### config.mk
export PLATFORM = sky130hd
export DESIGN_NAME = mem_port_arbiter
export DESIGN_NICKNAME = d
export VERILOG_FILES = /design/src/rtl/mem_port_arbiter.sv
export SDC_FILE = /design/constraint.sdc
export NUM_CORES = 1
export LEC_CHECK = 0
export CORE_ASPECT_RATIO = 1.75
export CORE_MARGIN = 1.5
export CORE_UTILIZATION = 25
export CTS_CLUSTER_DIAMETER = 50
export CTS_CLUSTER_SIZE = 30
export DETAILED_ROUTE_END_ITERATION = 12
export GPL_TIMING_DRIVEN = 1
export MAX_ROUTING_LAYER = met4
export PLACE_DENSITY = 0.59
export SLEW_MARGIN = 20
export SYNTH_ARGS = -nofsm -noshare
export SYNTH_HDL_FRONTEND = slang
export SYNTH_SLANG_ARGS = --single-unit
### constraint.sdc
create_clock -name clk -period 12.11 [get_ports clk]
set_input_delay 2.422 -clock clk [delete_from_list [all_inputs] [get_ports clk]]
set_output_delay 2.422 -clock clk [all_outputs]
set_load 0.01 [all_outputs]
### src/rtl/mem_port_arbiter.sv
// Two-master (fetch/data) arbiter onto a single memory port with round-robin
// conflict resolution, one outstanding access, and a busy-cycle timeout.
module mem_port_arbiter #(
    parameter int DWIDTH  = 32,
    parameter int TIMEOUT = 16
) (
    input  logic              clk,
    input  logic              reset,
    input  logic              f_req,
    input  logic [DWIDTH-1:0] f_addr,
    output logic              f_gnt,
    output logic              f_rvalid,
    output logic [DWIDTH-1:0] f_rdata,
    input  logic              d_req,
    input  logic [DWIDTH-1:0] d_addr,
    input  logic [DWIDTH-1:0] d_wdata,
    input  logic              d_wren,
    input  logic [1:0]        d_size,
    output logic              d_gnt,
    output logic              d_rvalid,
    output logic [DWIDTH-1:0] d_rdata,
    output logic              m_req,
    output logic [DWIDTH-1:0] m_addr,
    output logic [DWIDTH-1:0] m_wdata,
    output logic              m_wren,
    output logic [1:0]        m_size,
    input  logic              m_ack,
    input  logic [DWIDTH-1:0] m_rdata,
    output logic              err
);

    localparam int CW = $clog2(TIMEOUT) + 1;

    typedef enum logic [1:0] {
        IDLE   = 2'd0,
        BUSY_F = 2'd1,
        BUSY_D = 2'd2
    } state_t;

    typedef enum logic {
        OWNER_F = 1'b0,
        OWNER_D = 1'b1
    } owner_t;

    state_t            state_r, state_s;
    owner_t            last_owner_r;
    logic [CW-1:0]     cnt_r, cnt_s;
    logic              f_win_s, d_win_s, done_s, tmo_s;
    logic [DWIDTH-1:0] addr_r, wdata_r;
    logic              wren_r;
    logic [1:0]        size_r;
    logic              f_rvalid_r, d_rvalid_r, err_r;
    logic [DWIDTH-1:0] f_rdata_r, d_rdata_r;

    // Next-state, arbitration and busy-counter logic
    always_comb begin
        state_s = state_r;
        cnt_s   = cnt_r;
        f_win_s = 1'b0;
        d_win_s = 1'b0;
        done_s  = 1'b0;
        tmo_s   = 1'b0;
        case (state_r)
            IDLE: begin
                cnt_s = {CW{1'b0}};
                // Grant is a same-cycle handshake, so it must be masked while reset is held
                if (reset) begin
                    state_s = IDLE;
                end else if (f_req && d_req) begin
                    if (last_owner_r == OWNER_F) begin
                        d_win_s = 1'b1;
                        state_s = BUSY_D;
                    end else begin
                        f_win_s = 1'b1;
                        state_s = BUSY_F;
                    end
                end else if (f_req) begin
                    f_win_s = 1'b1;
                    state_s = BUSY_F;
                end else if (d_req) begin
                    d_win_s = 1'b1;
                    state_s = BUSY_D;
                end else begin
                    state_s = IDLE;
                end
            end
            BUSY_F, BUSY_D: begin
                if (m_ack) begin
                    done_s  = 1'b1;
                    state_s = IDLE;
                end else if (cnt_r == CW'(TIMEOUT - 1)) begin
                    tmo_s   = 1'b1;
                    state_s = IDLE;
                end else begin
                    cnt_s   = cnt_r + CW'(1);
                end
            end
            default: begin
                state_s = IDLE;
                cnt_s   = {CW{1'b0}};
            end
        endcase
    end

    // State, busy counter and round-robin owner registers
    always_ff @(posedge clk or posedge reset) begin
        if (reset) begin
            state_r      <= IDLE;
            cnt_r        <= {CW{1'b0}};
            last_owner_r <= OWNER_F;
        end else begin
            state_r <= state_s;
            cnt_r   <= cnt_s;
            if (f_win_s) begin
                last_owner_r <= OWNER_F;
            end else if (d_win_s) begin
                last_owner_r <= OWNER_D;
            end else begin
                last_owner_r <= last_owner_r;
            end
        end
    end

    // Request capture at grant; fetch is always a word read
    always_ff @(posedge clk or posedge reset) begin
        if (reset) begin
            addr_r  <= {DWIDTH{1'b0}};
            wdata_r <= {DWIDTH{1'b0}};
            wren_r  <= 1'b0;
            size_r  <= 2'd0;
        end else if (f_win_s) begin
            addr_r  <= f_addr;
            wdata_r <= {DWIDTH{1'b0}};
            wren_r  <= 1'b0;
            size_r  <= 2'd2;
        end else if (d_win_s) begin
            addr_r  <= d_addr;
            wdata_r <= d_wdata;
            wren_r  <= d_wren;
            size_r  <= d_size;
        end else begin
            addr_r  <= addr_r;
            wdata_r <= wdata_r;
            wren_r  <= wren_r;
            size_r  <= size_r;
        end
    end

    // Completion pulses and response data; a timeout completes with zero data
    always_ff @(posedge clk or posedge reset) begin
        if (reset) begin
            f_rvalid_r <= 1'b0;
            d_rvalid_r <= 1'b0;
            err_r      <= 1'b0;
            f_rdata_r  <= {DWIDTH{1'b0}};
            d_rdata_r  <= {DWIDTH{1'b0}};
        end else begin
            f_rvalid_r <= (done_s || tmo_s) && (state_r == BUSY_F);
            d_rvalid_r <= (done_s || tmo_s) && (state_r == BUSY_D);
            err_r      <= tmo_s;
            if (state_r == BUSY_F && done_s) begin
                f_rdata_r <= m_rdata;
            end else if (state_r == BUSY_F && tmo_s) begin
                f_rdata_r <= {DWIDTH{1'b0}};
            end else begin
                f_rdata_r <= f_rdata_r;
            end
            if (state_r == BUSY_D && done_s) begin
                d_rdata_r <= wren_r ? {DWIDTH{1'b0}} : m_rdata;
            end else if (state_r == BUSY_D && tmo_s) begin
                d_rdata_r <= {DWIDTH{1'b0}};
            end else begin
                d_rdata_r <= d_rdata_r;
            end
        end
    end

    assign f_gnt    = f_win_s;
    assign d_gnt    = d_win_s;
    assign m_req    = (state_r != IDLE);
    assign m_addr   = addr_r;
    assign m_wdata  = wdata_r;
    assign m_wren   = wren_r;
    assign m_size   = size_r;
    assign f_rvalid = f_rvalid_r;
    assign d_rvalid = d_rvalid_r;
    assign f_rdata  = f_rdata_r;
    assign d_rdata  = d_rdata_r;
    assign err      = err_r;

endmodule

# Word-level counts from Yosys, hierarchy flattened
# Index checks and enable logic that the tools add are counted.
# Widths: inputs -> output; s select.
word_totals:
  ff_bits: 142
  inputBits: 136
  output_inout_bits: 137
  wordCells: 76
classes:
  addsub: 1
  n_eq_ne: 6
  muxes: 42
  n_reduce_logical: 15
ops:
  columns: ["cell", "count"]
  rows:
  - ["$mux 32", 9]
  - ["$mux 1", 20]
  - ["$mux 2", 9]
  - ["$mux 5", 3]
  - ["$reduce_bool 2->1", 4]
  - ["$logic_and 1x1->1", 7]
  - ["$add 5x1->5 const B", 1]
  - ["$eq 5x4->1 const B", 1]
  - ["$ne 2x2->1 const B", 2]
  - ["$pmux 2 s2", 1]
  - ["$ne 3x3->1 const B", 1]
  - ["$eq 2x1->1 const B", 1]
  - ["$eq 2x2->1 const B", 1]
  - ["$logic_not 2->1", 1]
  - ["$reduce_and 2->1", 1]
  - ["$reduce_or 2->1", 1]
  - ["$logic_or 1x1->1", 1]

# Depth between registers and ports, before layout
# Gate-level depths: netlist of run 1.
logic_depth:
  ltp_word: 7
  mapped_depth: 8
  depth_no_buf: 6

# Worst setup path after synthesis of run 1
# No wires, ideal clock.
synth_path:
  kind: "input port to output port"
  from: "in reset"
  to: "out d_gnt"
  arrival_ns: 2.998
  required_time_ns: 9.688
  path_slack_ns: 6.690
  cell_stages: 4
  n_path_buf: 2
  cell_sequence: "nor2b_2 -> buf_6 -> and3_1 -> buf_2"
synth_via:
  elab_chain_cells: 2
synth_lines:
  columns: ["item", "line", "rtl"]
  rows:
  - ["from (decl)", "8", "input logic reset,"]
  - ["$mux 1", "67", "if (reset) begin"]
  - ["$mux 1", "63", "case (state_r)"]
  - ["to (decl)", "19", "output logic d_gnt,"]
# Every way passes these cells.

# Worst setup path in the final report of run 1
# Ends and elaborated chain as after synthesis.

==> flow_summary.toml, run 1 <==
[yosys]
yosysTopAreaCellShare_pct = 60.9
synth_top_family_by_area = "compound AO/OA/AOI/OAI gates"
synthesis.area_sq_um = 5830
synth_flop_cell = "dfrtp_1"
yosys-top-cells-count = "dfrtp_1, a22o_1, a311o_1, and4_1, o21a_1"
synth_adder_area_share_pct = 1.07
ys_seq_area_share_pct = 60.9
synth_seq_cells = 142
synth_fp_nets = 574
synth_most_common_cell = "dfrtp_1"
synth_area_per_cell_sq_um = 13.5
synth_simple_gate_area_share_pct = 7.58
synthTopCellsByArea = "dfrtp_1, a22o_1, a311o_1"
synthMuxAreaShare_pct = 0.365
yosys.area.top_type = "dfrtp_1"
synth_edf_count = 0
synth_xor_area_share_pct = 0.300
async_flop_share_pct = 100
synth_cell_types = 36
synth_compound_area_share_pct = 25.2
netlist_instances = 433
ys_warn_count = 0

[power_and_ir_drop]
p_comb_share_pct = 37.8
intPower_mw = 1.51
swShare_pct = 28.9
power_leakage_nw = 3.98
power_mw = 2.12
worst_ir_drop_vdd_v = 0.0000922
seqPwrFrac_pct = 35.9
power_frac_clock_pct = 26.3
power_density_nw_per_um2 = 225
switchingPower_mw = 0.611

[setup_path]
crit_buf_inv = 3
crit_slowest_cell = "clkdlybuf4s50_1"
cp-end-kind = "primary output"
path_delay_family = "buffers and inverters"
critical_path_class = "in -> out"
cp.arrival_ps = 4820
worstPathMaxFanout = 38
r2r_start = "state_r[0]"
critPathLaunchType = "input port"
critPathRequiredTime_ps = 9690
slowest_delay_ps = 630
cp_cell_sequence = "clkdlybuf4s50_1 -> nor2b_4 -> and3_1 -> buf_4 -> clkdlybuf4s50_1"
crit_start = "reset"
cpMostUsedCell = "clkdlybuf4s50_1"

[floorplan]
die_w_um = 118
start_util_pct = 25.5
die_y_um = 205
num_rows = 73
ioPinCount = 273
coreArea_sq_um = 22800
die_area_sq_um = 24300

[detailed_routing]
routed_wl_mm = 19.2
num_vias = 4909
drt-pass1-iter-count = 4
ant_nets = 0
drt_iter0_markers = 247
wire_per_inst_um = 19.1
vias_per_cell = 4.90
drcViolationCount = 0

[clocking]
cts-hold-fix-buffers = 0
clock_sinks = 142
cts_setup_buffers = 0
htreeDepth = 4
root_buffer = "clkbuf_16"
clk_pin_slew_worst_paths_ps = 50
clockBufferDepth = 2
clock_latency_ps = 420
cts_tree = "yes"
post_cts_resized = 0
cts_buffers = 17

[grt]
grt_overflow_total = 0
grt_pass1_vias = 5272
grt_antenna_before_repair = 0
grt_usage_pct = 16.3
grt_max_degree = 80
grt_pass1_wl_mm = 29.4

[finish]
nNetsFinal = 830
drive_above_1_share_pct = 7.13
final_cells = 1001
diodes = 0
synthToLayoutAreaGrowth_pct = 61.5

[placed_design]
gp_congestion = 0.803
dp.cells = 970
pre_cts_ws_ps = 4520
dp_hpwl_mm = 13.7
port_buffers = 272

[sta]
maxSlewViolCount = 0
clock.fmax_mhz = 138
setup_ws_ps = 4860
tns_ps = 0
timing.final.hold_violations = 0
fin_crit_sh_pct = 59.8
tightestPinTransition_ps = 800
final.setup_skew_ps = 12.0
fin_crit_ps = 7250
relSlewSlack_pct = 46.6
rsz0062_at_grt = "no"
finalSetupViolCount = 0

[worst_hold_path]
hp-class = "reg -> reg"
min_from = "f_rdata[27]"

[run]
maxCapViolations = 0

[run_status]
status = "complete, no violations"
[power groups by stage]
stage                     clock network (mW)  registers [mW]  logic, mW
after floorplan                            0           0.833      0.255
after global placement                     0           0.763      0.796
after detailed placement                   0           0.769      0.806
after CTS                              0.576           0.762      0.812
after global routing                   0.600           0.783      0.851
final                                  0.556           0.760      0.801
[layout make-up]
| cell class | count | area (sq um) |
|---|---|---|
| Fill cell | 2147 | 13400 |
| Sequential cell | 142 | 3550 |
| Timing Repair Buffer | 282 | 2790 |
| Multi-Input combinational cell | 237 | 2020 |
| Clock buffer | 21 | 470 |
| Tap cell | 300 | 375 |
| Clock inverter | 10 | 160 |
| Inverter | 9 | 38.8 |
[logic make-up (layout without fill, tap and decap cells)]
kind of cell               count (synthesis)  in the layout
xor gates and xnor gates                   2              2
muxes                                      2              2
DFF                                      142            142
and+or+nand+nor                           58             58
AOI/OAI and AO/OA                        170            170
buffers and inverters                     54            322
adders and majority gates                  5              5
[registers in the layout, indices dropped and copies added (netlist names), 2 cells and up]
signal,flops
state_r,2
m_wdata,32
m_size,2
m_addr,32
d_rdata,32
f_rdata,32
cnt_r,5
[metrics by stage]
stage                     utilization, %  cell area, sq um  hold slack (ps)
after detailed placement            38.5              8780              490
after global routing                41.2              9410              515
final                               41.2              9410              499
after CTS                           41.2              9410              507
after floorplan                        -              5830              463
after global placement              38.5              8780              489
[metal layers]
metal / vias to the layer above / track usage (%) / part of all wire, %
li1: 2209 / - / -
met1: 2446 / 16.9 / 37
met2: 217 / 29.1 / 55
met3: 37 / 3.90 / 5.0
met4: 0 / 7.75 / 2.9
met5: - / - / 0
[worst reg2reg max path: stages, from the launching register on]
cell and delay (ps):
dfrtp_1 380, inv_1 100, ha_1 230, nor2b_4 620, nand3_4 500, a311o_1 530
[placed cells by master, fill, tap and decap left out, types with 2 or more instances in the layout]
master	synthesis	layout
clkbuf_16	0	17
clkdlybuf4s50_1	0	271
dfrtp_1	142	142
a311o_1	32	32
o21a_1	32	32
a21oi_1	2	2
o21ai_2	1	2
clkbuf_8	0	3
and4_1	32	32
xnor2_1	2	2
and3_1	3	3
ha_1	5	5
and2_1	2	2
inv_6	0	2
nand2_1	4	4
nor2_1	4	4
a22o_1	98	98
bufinv_16	0	4
nand3_1	2	2
nor2_2	2	2
inv_1	9	8
buf_4	2	10
clkinv_2	0	3
[worst paths after layout]
kind	end	slack, ps	depth (start not counted)
min in group asynchronous	m_addr[5]	2590	2
hold reg to reg	f_rdata[27]	500	1
setup reg to reg	m_addr[17]	9650	5
hold / removal	f_rdata[27]	500	1
setup / recovery	d_gnt	4860	5
max in group asynchronous	f_rdata[13]	8230	3
Power figures use the tool's default switching activity.
==> run 2: changes to the inputs <==
- PLACE_DENSITY: 0.59 -> 0.61
- clock period: 12.11 -> 6.39 ns (I/O delays scaled with it)
==> run 2 against run 1 <==
  * Clock power increased by 71%
  * Sequential power increased by 88%
  * Flip-flop and latch count unchanged
  * Register-to-register slack got worse by 5300 ps
  * Wire length decreased by 1.8%
  * First-iteration DRC count decreased by 6.9%
  * Critical endpoint is now f_gnt
==> flow_summary.toml, run 2 (synthesis gave the netlist of run 1 again) <==
[finish]
fillers = 2206
drive_above_1_share_pct = 7.39
regArea_sq_um = 3550
final_cells = 1004
nNetsFinal = 832
final_common_cell = "clkdlybuf4s50_1"
synthToLayoutAreaGrowth_pct = 60.6
postLayoutCellArea_sq_um = 9370
multiInputGateArea_sq_um = 2020
final_cell_mix = "clkdlybuf4s50_1, dfrtp_1, a22o_1"
diodes = 0

[clocking]
cts_tree = "yes"
cts_setup_buffers = 0
htreeDepth = 4
post_cts_resized = 0
cts_buffers = 17
clockBufferDepth = 2
root_buffer = "clkbuf_16"
clock_latency_ps = 420
clk_pin_slew_worst_paths_ps = 60
clock_sinks = 142
cts-hold-fix-buffers = 0

[floorplan]
num_rows = 73
die_area_sq_um = 24300
start_util_pct = 25.5
die_y_um = 205
die_w_um = 118
coreArea_sq_um = 22800
ioPinCount = 273

[power_and_ir_drop]
power_leakage_nw = 3.95
power_density_nw_per_um2 = 415
worst_ir_drop_vdd_v = 0.000159
power_mw = 3.89

[sta]
final.setup_skew_ps = 9.53
fin_crit_sh_pct = 73.0
relSlewSlack_pct = 38.6
fin_crit_ps = 4670
finalSetupViolCount = 0
clock.fmax_mhz = 214
maxSlewViolCount = 0
timing.final.hold_violations = 0
rsz0062_at_grt = "no"
setup_ws_ps = 1720
tightestPinTransition_ps = 921
tns_ps = 0

[grt]
grt_pass1_wl_mm = 29.0
grt_antenna_before_repair = 0
grt_max_degree = 101
grt_pass1_vias = 5139
grt_overflow_total = 0
grt_usage_pct = 16.1

[detailed_routing]
num_vias = 4813
routed_wl_mm = 18.8
wire_per_inst_um = 18.7
ant_nets = 0
drt-pass1-iter-count = 4
drt_iter0_markers = 230
vias_per_cell = 4.79
drcViolationCount = 0

[placed_design]
pre_cts_ws_ps = 1690
port_buffers = 272
placed_cell_area_sq_um = 8800
dp_hpwl_mm = 12.8
gp_congestion = 0.763
dp.cells = 972

[run_status]
status = "complete, no violations"

[setup_path]
critPathRequiredTime_ps = 5110
critPathLaunchType = "input port"
cp-end-kind = "primary output"
critical_path_class = "in -> out"
worstPathMaxFanout = 34
cp.arrival_ps = 3390

[worst_hold_path]
hp-class = "reg -> reg"

[run]
maxCapViolations = 0
## run 2: cell count changes in the layout (fill, tap and decap cells not counted)
cell / previous run / this run
bufinv_16: 4 / 1
buf_4: 10 / 12
clkinv_4: 1 / 3
clkinvlp_4: 1 / 3
buf_2: 1 / 0
clkbuf_8: 3 / 2
clkdlybuf4s50_1: 271 / 272
inv_6: 2 / 3
nor2b_2: 0 / 1
nor2b_4: 1 / 0
## run 2: cell type report
type,count,share of cell area (%)
inverter,9,0.414
multi-input combinational,237,21.5
clock inverter,12,1.19
clock buffer,20,4.88
sequential,142,37.9
timing repair buffer,284,30.0
tap,300,4.01
## run 2: final timing paths
check                            from    endpoint  slack, ps  cells past startpoint
max in group asynchronous       reset  f_rdata[3]       3760                      3
min                        d_rdata[4]  d_rdata[4]        500                      1
max reg2reg                state_r[0]  m_addr[13]       4310                      5
min reg2reg                d_rdata[4]  d_rdata[4]        500                      1
min in group asynchronous       reset  m_addr[30]       1510                      2
max                             d_req       f_gnt       1720                      5
## run 2: per-stage QoR
stage / hold slack, ps / util [%]
floorplan: 463 / -
global placement: 487 / 38.5
detailed placement: 490 / 38.5
CTS: 507 / 41.0
global route: 513 / 41.0
finish: 501 / 41.0
## run 2: power by group
group          leakage (nW)  switching, mW  total [mW]  internal [mW]
Combinational          1.87          0.577        1.51          0.935
Sequential             1.81          0.192        1.43           1.23
Clock                 0.273          0.392       0.950          0.558
## run 2: critical path, cell delays in order
cell,delay [ps]
clkdlybuf4s50_1,490
nand2b_2,470
nand3_4,450
inv_1,150
clkdlybuf4s50_1,550
## run 2: layer usage
layer	GRT usage, %	part of all wire, %
met1	17.0	38
met2	28.3	53
met3	4.12	4.9
met4	6.88	3.2
met5	-	0
==> run 3: changes to the inputs <==
- PLACE_DENSITY: 0.61 -> 0.59
- clock period: 6.39 -> 4.5 ns (I/O delays scaled with it)
==> run 3 against run 2 <==
  * Final cell count unchanged
  * Utilization up 0.42 points
  * Clock power up 64%
  * Combinational power up 43%
  * Power up 48%
  * Via count up 1.5%
  * Hold slack better by 3.3 ps
==> flow_summary.toml, run 3 (synthesis gave the netlist of run 1 again) <==
[finish]
nNetsFinal = 832
drive_above_1_share_pct = 7.39
synthToLayoutAreaGrowth_pct = 62.3
diodes = 0
final_cell_mix = "clkdlybuf4s50_1, dfrtp_1, a22o_1"
final_common_cell = "clkdlybuf4s50_1"
utilization_pct = 41.4

[setup_path]
critPathLaunchType = "input port"
cp.arrival_ps = 3030
r2r_cells = 5
path_delay_family = "buffers and inverters"
slowest_delay_ps = 550
path_depth = 5
cpMostUsedCell = "clkdlybuf4s50_1"
crit_slowest_cell = "clkdlybuf4s50_1"
cp-end-kind = "primary output"
cp_cell_sequence = "clkdlybuf4s50_1 -> nand2b_2 -> nand3_4 -> inv_1 -> clkdlybuf4s50_1"
critical_path_class = "in -> out"
critPathRequiredTime_ps = 3600
crit_buf_inv = 3
worstPathMaxFanout = 34

[sta]
finalSetupViolCount = 0
fin_crit_sh_pct = 87.4
tns_ps = 0
rsz0062_at_grt = "no"
timing.final.hold_violations = 0
clock.fmax_mhz = 254
fin_crit_ps = 3930
tightestPinTransition_ps = 677
maxSlewViolCount = 0
final.setup_skew_ps = 9.21
holdWs_ps = 504
relSlewSlack_pct = 54.8

[power_and_ir_drop]
power_leakage_nw = 3.99
power_density_nw_per_um2 = 609
power_frac_clock_pct = 27.1
worst_ir_drop_vdd_v = 0.000230
swShare_pct = 29.1
intPower_mw = 4.09
p_comb_share_pct = 37.6
seqPwrFrac_pct = 35.3
switchingPower_mw = 1.68

[clocking]
cts-hold-fix-buffers = 0
post_cts_resized = 0
clk_pin_slew_worst_paths_ps = 60
cts_setup_buffers = 0
clockBufferDepth = 2
root_buffer = "clkbuf_16"
htreeDepth = 4
clock_sinks = 142
cts_buffers = 17
clock_latency_ps = 420
cts_tree = "yes"

[placed_design]
dp_hpwl_mm = 13.6
gp_congestion = 0.831
port_buffers = 272

[run_status]
status = "complete, no violations"

[detailed_routing]
drt_iter0_markers = 188
num_vias = 4885
drt-pass1-iter-count = 4
drcViolationCount = 0
ant_nets = 0
routed_wl_mm = 19.1
wire_per_inst_um = 19.0
vias_per_cell = 4.87

[floorplan]
coreArea_sq_um = 22800
die_y_um = 205
num_rows = 73
ioPinCount = 273
die_w_um = 118
start_util_pct = 25.5
die_area_sq_um = 24300

[grt]
grt_pass1_vias = 5349
grt_antenna_before_repair = 0
grt_usage_pct = 16.3
grt_max_degree = 115
grt_pass1_wl_mm = 29.6
grt_overflow_total = 0

[run]
maxCapViolations = 0

[worst_hold_path]
hold-path-cell-count = 1
hp-class = "reg -> reg"
run 3: cell types whose count changed in the layout (fill, tap and decap cells not counted), sizes merged:
cell,delta
clkinv,-4
clkbuf,-1
bufinv,+4
clkinvlp,+1
run 3: cell type report:
type	count	area, sq um
Fill cell	2183	13400
Sequential cell	142	3550
Timing Repair Buffer	284	2830
Multi-Input combinational cell	237	2020
Clock buffer	19	443
Tap cell	300	375
Clock inverter	13	209
Inverter	9	37.5
run 3: final timing paths:
check                                 start          end  slack [ps]
worst min register to register  d_rdata[23]  d_rdata[23]         500
worst min-delay path            d_rdata[23]  d_rdata[23]         500
worst max-delay path                  d_req        f_gnt         570
max in group asynchronous             reset  m_wdata[21]        2490
worst max register to register   state_r[0]   m_addr[18]        2360
min in group asynchronous             reset   m_addr[30]         990
run 3: power groups by stage:
| stage | Combinational [mW] | Sequential (mW) | Clock [mW] |
|---|---|---|---|
| finish | 2.16 | 2.04 | 1.56 |
| global route | 2.31 | 2.10 | 1.66 |
| CTS | 2.19 | 2.04 | 1.61 |
| detailed placement | 2.18 | 2.06 | 0 |
| global placement | 2.16 | 2.04 | 0 |
| floorplan | 0.685 | 2.24 | 0 |
run 3: metrics by stage:
stage	power [mW]	setup slack (ps)	cells	cell area (sq um)
floorplan	2.93	1820	433	5830
global placement	4.20	640	972	8810
detailed placement	4.24	581	972	8810
CTS	5.84	590	1004	9460
global route	6.06	467	1004	9460
finish	5.76	569	1004	9460
run 3: layer usage:
metal  global-route usage [%]  up-vias  wire length, um
met3                     4.06       42              955
li1                         -     2207                -
met1                     16.3     2428             7030
met5                        -        -                0
met2                     29.3      208            10400
met4                     8.18        0              720
run 3: worst register-to-register path: cells and delay by family (launching register included):
family	cells	cell delay, ps
flops	1	380
fa+ha+maj	1	240
buf+inv	1	110
simple gates	2	790
compound gates	1	510
==> RTL change: new RTL, settings of run 3 <==
The 3 states of `state_t` get a one-hot encoding in 3 bits.
--- a/src/rtl/mem_port_arbiter.sv
+++ b/src/rtl/mem_port_arbiter.sv
@@ -31,10 +31,10 @@
 
     localparam int CW = $clog2(TIMEOUT) + 1;
 
-    typedef enum logic [1:0] {
-        IDLE   = 2'd0,
-        BUSY_F = 2'd1,
-        BUSY_D = 2'd2
+    typedef enum logic [2:0] {
+        IDLE   = 3'b001,
+        BUSY_F = 3'b010,
+        BUSY_D = 3'b100
     } state_t;
 
     typedef enum logic {
Function: no difference found for any inputs over 4 cycles, from zero or initial values and one cycle with reset high; so few cycles prove little.
==> RTL change against run 3 <==
- sequential cell count is 1 higher
- register-to-register slack worse by 0.03 ns
- area after synthesis down 0.15%
- power fell by 1.8%
- final area fell by 0.86%
- die area down 0.14%
- routed wire length shrank 5.0%
- synthesized cell count fell by 7.6%
- setup slack improved by 0.024 ns
- critical path type unchanged
==> RTL change: results (changes against run 3) <==
** Run status
- The flow ran to the end, and the final reports show no timing, DRC or antenna violations.

** Yosys
- Post-synthesis cell type count :: 42 (+17%)
- The share of synthesized cell area in full adder, half adder and majority cells came to 0.00430 (-0.00643).
- Mapped Nets :: 538 (-6.3%)
- Ranked by instance count, the synthesized netlist is headed by dfrtp_1 (142), a22o_1 (98), o32ai_1 (32).
- The synthesized instance count is 400 (-7.6%).
- The fraction of the mapped netlist area in compound gates came to 0.290 (+0.0376).
- The multiplexer share of the synthesized area is 0 (-0.00365).
- The sequential fraction of the synthesis area was 0.615 (+0.00543).
- In the post-synthesis netlist, the biggest area contributors are dfrtp_1 (61%), a22o_1 (15%), a2bb2oi_2 (7.7%), o32ai_1 (4.8%), clkbuf_1 (1.8%).
- The XOR/XNOR share of the synthesized area was 0.00451 (+0.00151).

** Placement
- Instance area after placement :: 8780 um^2 (-0.36%)
- Detailed Place HPWL :: 13000 um (-4.6%)
- Placer Congestion :: 0.724 (-13%)
- Cell count after placement :: 942 (-3.1%)
- The worst slack after detailed placement came to 0.561 ns (-0.0201 ns).

** Worst setup path
- Crit-path slowest cell :: or4b_4
- Biggest fanout along the worst timing path :: 5 (-85%)
- Largest stage delay on the critical path :: 0.63 ns (+0.08 ns)
- The data required time at the worst endpoint was 3.60 ns (about the same).

** Detailed routing
- The post-detailed-route via-to-cell ratio came to 4.77 (-1.9%).
- Iter 0 DRT Violations :: 157 (-16%)
- Wire length reported by the detailed router :: 18100 um (-5.0%)
- In this run the top signal layer used is met4.
- First-pass iteration count of the detailed router :: 6 (+2)
- The sum of routed wire segments on met1 was 6900 um (-1.9%).
- The amount of wire on met2 after detailed routing was 9740 um (-6.1%).
- Detail Route met3 WL :: 1070 um (+12%)

** Global route
- Vias in the first global route :: 5040 (-5.8%)
- Pin count of the biggest net entering global routing :: 100 (-13%)
- GRT Util Overall :: 0.154 (-0.00855)
- The first-pass GRT wire length is 28100 um (-4.8%).

** STA
- Clk_skew :: 0.00858 ns (-0.000627 ns)
- The actual slew at the worst max-slew pin came to 0.715 ns (+0.0386 ns).

** Power
- Largest vdd supply drop :: 0.000265 V (+15%)
- The post-layout total power is 0.00566 W (-1.8%).
- The proportion of power drawn by the clock network is 0.253 (-0.018).
- The internal power consumption came to 0.00402 W (-1.5%).
- The cell leakage power is 3.88 nW (-2.7%).

** Cells and area
- Non-filler cells, final :: 973 (-3.1%)
- Post-layout nets :: 799 (-4.0%)
- Share of layout cells above drive strength 1 :: 0.117 (+0.0435)
RTL change: cell types whose count changed after synthesis, sizes merged, moves of 3 or more:
cell | run 3 | this run
o32ai | 0 | 32
o21a | 32 | 1
a2bb2oi | 1 | 32
inv | 9 | 5
a21oi | 2 | 5
a311o | 32 | 0
clkbuf | 21 | 28
and4 | 32 | 0
nor2 | 6 | 10
buf | 24 | 13
ha | 5 | 2
RTL change: worst register-to-register path, stage by stage (launching register included):
cell	delay, ns
dfrtp_1	0.41
ha_1	0.23
and3_1	0.18
ha_1	0.22
or2_2	0.34
nand3_1	0.12
buf_4	0.38
a22o_1	0.24
RTL change: worst paths after layout:
path	startpoint	end	depth (start not counted)	slack, ns
worst max register to register	cnt_r[0]	f_rdata[8]	7	2.33
max in group asynchronous	reset	m_addr[6]	3	2.90
worst min register to register	m_wdata[16]	m_wdata[16]	1	0.49
min in group asynchronous	reset	state_r[2]	3	1.16
worst max-delay path	reset	f_gnt	4	0.59
worst min-delay path	m_wdata[16]	m_wdata[16]	1	0.49
RTL change: area by class of cell:
class | instances | area, um^2
multi-input cells | 211 | 1980
clock buffers | 26 | 499
flip-flops and latches | 143 | 3580
inverters | 5 | 22.5
fillers | 2179 | 13500
well taps | 300 | 375
clock inverters | 5 | 103
repair buffers | 283 | 2820
RTL change: per-layer routing:
layer | vias up | GRT usage
met5 | - | -
met4 | 0 | 0.0605
met3 | 28 | 0.0459
met2 | 196 | 0.272
met1 | 2310 | 0.161
li1 | 2110 | -
